==> src/rtl/tt_check_pkg.sv <==
//==============================================================================
// Module     : tt_check_pkg
// Description: Shared types for the truth-table sweep checker.
// Revision   : 1.0 - initial release
//==============================================================================
`default_nettype none

package tt_check_pkg;

    typedef enum logic [2:0] {
        ST_IDLE  = 3'd0,
        ST_DRIVE = 3'd1,
        ST_WAIT  = 3'd2,
        ST_CHECK = 3'd3,
        ST_DONE  = 3'd4
    } state_e;

    // Bit positions inside o_first_src
    localparam int C_SRC_A = 0;
    localparam int C_SRC_B = 1;

endpackage

`default_nettype wire

==> src/rtl/tt_err_capture.sv <==
//==============================================================================
// Module     : tt_err_capture
// Description: Per-vector mismatch detect, saturating error count and
//              first-failure capture for the sweep checker.
// Revision   : 1.0 - initial release
//==============================================================================
`default_nettype none

module tt_err_capture
    import tt_check_pkg::*;
#(
    parameter int IN_W  = 13,
    parameter int OUT_W = 8,
    parameter int CNT_W = 16
) (
    input  logic             clk,
    input  logic             rst_n,
    input  logic             clear_i,
    input  logic             en_i,
    input  logic [IN_W-1:0]  vec_i,
    input  logic [OUT_W-1:0] exp_i,
    input  logic [OUT_W-1:0] y_a_i,
    input  logic [OUT_W-1:0] y_b_i,
    output logic             mismatch_o,
    output logic [CNT_W-1:0] err_cnt_o,
    output logic [IN_W-1:0]  first_vec_o,
    output logic [1:0]       first_src_o,
    output logic [OUT_W-1:0] first_exp_o
);

    logic             w_mis_a;
    logic             w_mis_b;
    logic [CNT_W-1:0] err_cnt_q,   err_cnt_d;
    logic [IN_W-1:0]  first_vec_q, first_vec_d;
    logic [1:0]       first_src_q, first_src_d;
    logic [OUT_W-1:0] first_exp_q, first_exp_d;

    assign w_mis_a    = (y_a_i != exp_i);
    assign w_mis_b    = (y_b_i != exp_i);
    assign mismatch_o = w_mis_a | w_mis_b;

    always_comb begin
        err_cnt_d   = err_cnt_q;
        first_vec_d = first_vec_q;
        first_src_d = first_src_q;
        first_exp_d = first_exp_q;
        if (clear_i) begin
            err_cnt_d   = '0;
            first_vec_d = '0;
            first_src_d = '0;
            first_exp_d = '0;
        end else if (en_i && mismatch_o) begin
            if (err_cnt_q == '0) begin
                first_vec_d          = vec_i;
                first_src_d[C_SRC_A] = w_mis_a;
                first_src_d[C_SRC_B] = w_mis_b;
                first_exp_d          = exp_i;
            end
            if (err_cnt_q != '1) begin
                err_cnt_d = err_cnt_q + 1'b1;
            end
        end
    end

    always_ff @(posedge clk or negedge rst_n) begin
        if (!rst_n) begin
            err_cnt_q   <= '0;
            first_vec_q <= '0;
            first_src_q <= '0;
            first_exp_q <= '0;
        end else begin
            err_cnt_q   <= err_cnt_d;
            first_vec_q <= first_vec_d;
            first_src_q <= first_src_d;
            first_exp_q <= first_exp_d;
        end
    end

    assign err_cnt_o   = err_cnt_q;
    assign first_vec_o = first_vec_q;
    assign first_src_o = first_src_q;
    assign first_exp_o = first_exp_q;

endmodule

`default_nettype wire

==> config.mk <==
export PLATFORM = sky130hd
export DESIGN_NAME = tt_err_capture
export DESIGN_NICKNAME = d
export VERILOG_FILES = /design/src/rtl/tt_check_pkg.sv /design/src/rtl/tt_err_capture.sv
export SDC_FILE = /design/constraint.sdc
export NUM_CORES = 1
export LEC_CHECK = 0
export BUFFER_PORTS_ARGS = -buffer_cell sky130_fd_sc_hd__buf_4
export CAP_MARGIN = 20
export CORE_MARGIN = 1.5
export CORE_UTILIZATION = 50
export DETAILED_ROUTE_END_ITERATION = 6
export PLACE_DENSITY = 0.85
export SLEW_MARGIN = 20
export SYNTH_ARGS = -nofsm -noshare
export SYNTH_HDL_FRONTEND = slang
export SYNTH_SLANG_ARGS = --single-unit
==> constraint.sdc <==
create_clock -name clk -period 2.6 [get_ports clk]
set_input_delay 0.13 -clock clk [delete_from_list [all_inputs] [get_ports clk]]
set_output_delay 0.13 -clock clk [all_outputs]
set_load 0.02 [all_outputs]
==> impl_metrics.toml <==
[timing]
worst_pin_slew_ps = 527
setup_viol = 0
whs_ps = 98.6
fin_crit_sh_pct = 80.0
fin_skew_ps = 7.49
max_slew_margin_pct = 64.8
setup_ws_ps = 519
hold_viol = 0
max_freq_mhz = 481
period_needed_ps = 2080
fin_setup_tns_ps = 0
finalMaxSlewViolations = 0
rsz0062_at_grt = "false"

[cts]
clock_latency_ps = 290
ctsResizeCount = 0
root_buffer = "clkbuf_8"
post_cts.repair.setup_buffers = 0
clk_pin_slew_ps = 80
cts.path.max_buffers = 2
cts_buffers = 5
htreeDepth = 2
cts_tree = "done"
clock-sinks = 39

[grt]
antenna_found_initial = 0
overflow = 0
grt_util_all_layers_pct = 24.1
grt_pass1_wl_um = 9680
grt_max_degree = 44
grt_pass1_vias = 2053

[synth]
ys_seq_elements = 39
synth-warning-count = 0
syn_inst = 244
ys_seq_area_share_pct = 43.0
syn_area_per_cell_um2 = 9.29
synth_cell_types = 40
syn_nets = 287
netlist_area_um2 = 2270

[pwr]
p_per_area_nw_per_um2 = 481
peakVddDrop_uv = 300
power_mw = 1.45
cellLeakagePower_nw = 1.35

[floorplan]
initial_core_util_pct = 52.1
die_x_um = 70.3
rows = 24
pin_count = 81
fp.coreArea_um2 = 4350
dieArea_um2 = 4950
die_y_um = 70.3

[detailed_routing]
wl_met1_um = 2620
drtPass1Iterations = 4
met3WireLength_um = 424
viasPerCell = 5.77
route.top_layer_used = "met4"
first_iter_violations = 143
met2_wirelength_um = 2860
vias = 2163
routed_wl_um = 5940
drtAntennaViolNets = 0
avgRoutedWirePerCell_um = 15.8
drc = 0

[layout]
antenna_cells = 0
nets = 365
final_cell_area_um2 = 3010
nFillCells = 357
drive_above_1_share_pct = 32.2
fin_util_pct = 69.1
area_delta_synth_final_pct = 32.7
layout_commonest_cell = "buf_4"
fin_cells = 375
final_cell_mix = "buf_4 (85), dfrtp_1 (39), nand3_1 (29), a21oi_1 (28), o21ai_0 (17)"

[critical_path]
r2r_start = "err_cnt_o[0]"
worstSetupPathType = "reg -> reg"
crit_start = "err_cnt_o[0]"
cp.required_ps = 2800
startpoint_type = "register"
arrival_ps = 2290
critPathMaxFanout = 12
cp-end-kind = "register"

[placement]
pre_cts_ws_ps = 533
dp_hpwl_um = 4250
dp_cells = 366
port_buffers = 80
post_dp_cell_area_um2 = 2880
gp_congestion = 0.846

[run_status]
outcome = "complete, no violations"

[min_path]
hp-start = "vec_i[3]"
hold_path.class = "in -> reg"

[flow_run]
maxCapViolCount = 0
-- sequential cells by signal, summed over array words and instances, names as in the netlist --
| signal | cells |
|---|---|
| first_exp_o | 8 |
| err_cnt_o | 16 |
| first_vec_o | 13 |
| first_src_o | 2 |
-- report_power, final --
part	internal, mW	leakage [nW]	switching, mW
Sequential	0.632	0.531	0.0163
Combinational	0.127	0.760	0.155
Clock	0.310	0.0612	0.207
Total	1.07	1.35	0.379
-- worst max-delay path, cell delays in order, from the launching register on --
cell	delay (ps)
dfrtp_1	450
ha_1	290
and2_1	190
nand4_1	140
o31ai_4	100
buf_4	190
or4_1	480
a21oi_1	170
-- metal layers --
layer / global-route usage, % / vias up
met5: 0 / -
met4: 7.05 / 0
met3: 5.92 / 6
met2: 38.3 / 81
met1: 32.7 / 1028
li1: - / 1048
-- logic make-up (layout without fill, tap and decap cells) --
family / count (synthesis) / count (layout) / synth area share (%)
simple gates: 93 / 93 / 23.6
fa+ha+maj: 2 / 2 / 1.10
buf+inv: 23 / 102 / 5.24
flops: 39 / 39 / 43.0
compound gates: 64 / 64 / 17.1
mux: 7 / 7 / 3.75
xor+xnor: 16 / 16 / 6.18
-- worst paths after layout --
path                                  endpoint  cells after the start  slack (ps)
worst max-delay path              err_cnt_o[7]                      7         520
worst min register to register  first_src_o[0]                      2         530
worst max register to register    err_cnt_o[7]                      7         520
min in group asynchronous       first_exp_o[5]                      2         350
worst min-delay path            first_vec_o[3]                      3         100
max in group asynchronous       first_vec_o[6]                      2        1900
-- synth_stat cells (all sizes together) --
| cell | instances | share of area, % |
|---|---|---|
| a21oi | 28 | 6.2 |
| a31oi | 1 | 0.28 |
| a41oi | 1 | 0.39 |
| and2 | 1 | 0.28 |
| and4 | 1 | 0.39 |
| buf | 9 | 2.9 |
| clkbuf | 6 | 0.99 |
| dfrtp | 39 | 43 |
| ha | 2 | 1.1 |
| inv | 8 | 1.3 |
| mux2 | 6 | 3.3 |
| mux2i | 1 | 0.44 |
| nand2 | 11 | 1.8 |
| nand2b | 1 | 0.28 |
| nand3 | 29 | 6.4 |
| nand4 | 9 | 3.1 |
| nor2 | 11 | 1.8 |
| nor2b | 5 | 1.4 |
| nor3 | 5 | 1.1 |
| nor3b | 2 | 0.66 |
| nor4 | 7 | 2.5 |
| nor4b | 2 | 0.77 |
| o211ai | 4 | 1.3 |
| o21ai | 23 | 5.1 |
| o31ai | 6 | 2.6 |
| o41ai | 1 | 1.2 |
| or2 | 1 | 0.28 |
| or3 | 2 | 0.77 |
| or3b | 1 | 0.39 |
| or4 | 5 | 1.7 |
| xnor2 | 16 | 6.2 |
-- cell type report --
type                    count  area [um^2]  area share [%]
inverters                   8         30.0           0.998
repair buffers             86          648            21.5
well taps                  52         65.1            2.16
clock buffers               6         82.6            2.74
flip-flops and latches     39          976            32.4
clock inverters             2         35.0            1.16
multi-input cells         182         1170            39.0
-- what timing repair did --
| item | in CTS | in global routing |
|---|---|---|
| endpoints found under the hold margin | 39 | 0 |
| hold buffers | 1 | 0 |
| endpoints found under the setup margin | 0 | 0 |
Note: power is estimated with default switching activity, not from simulation.
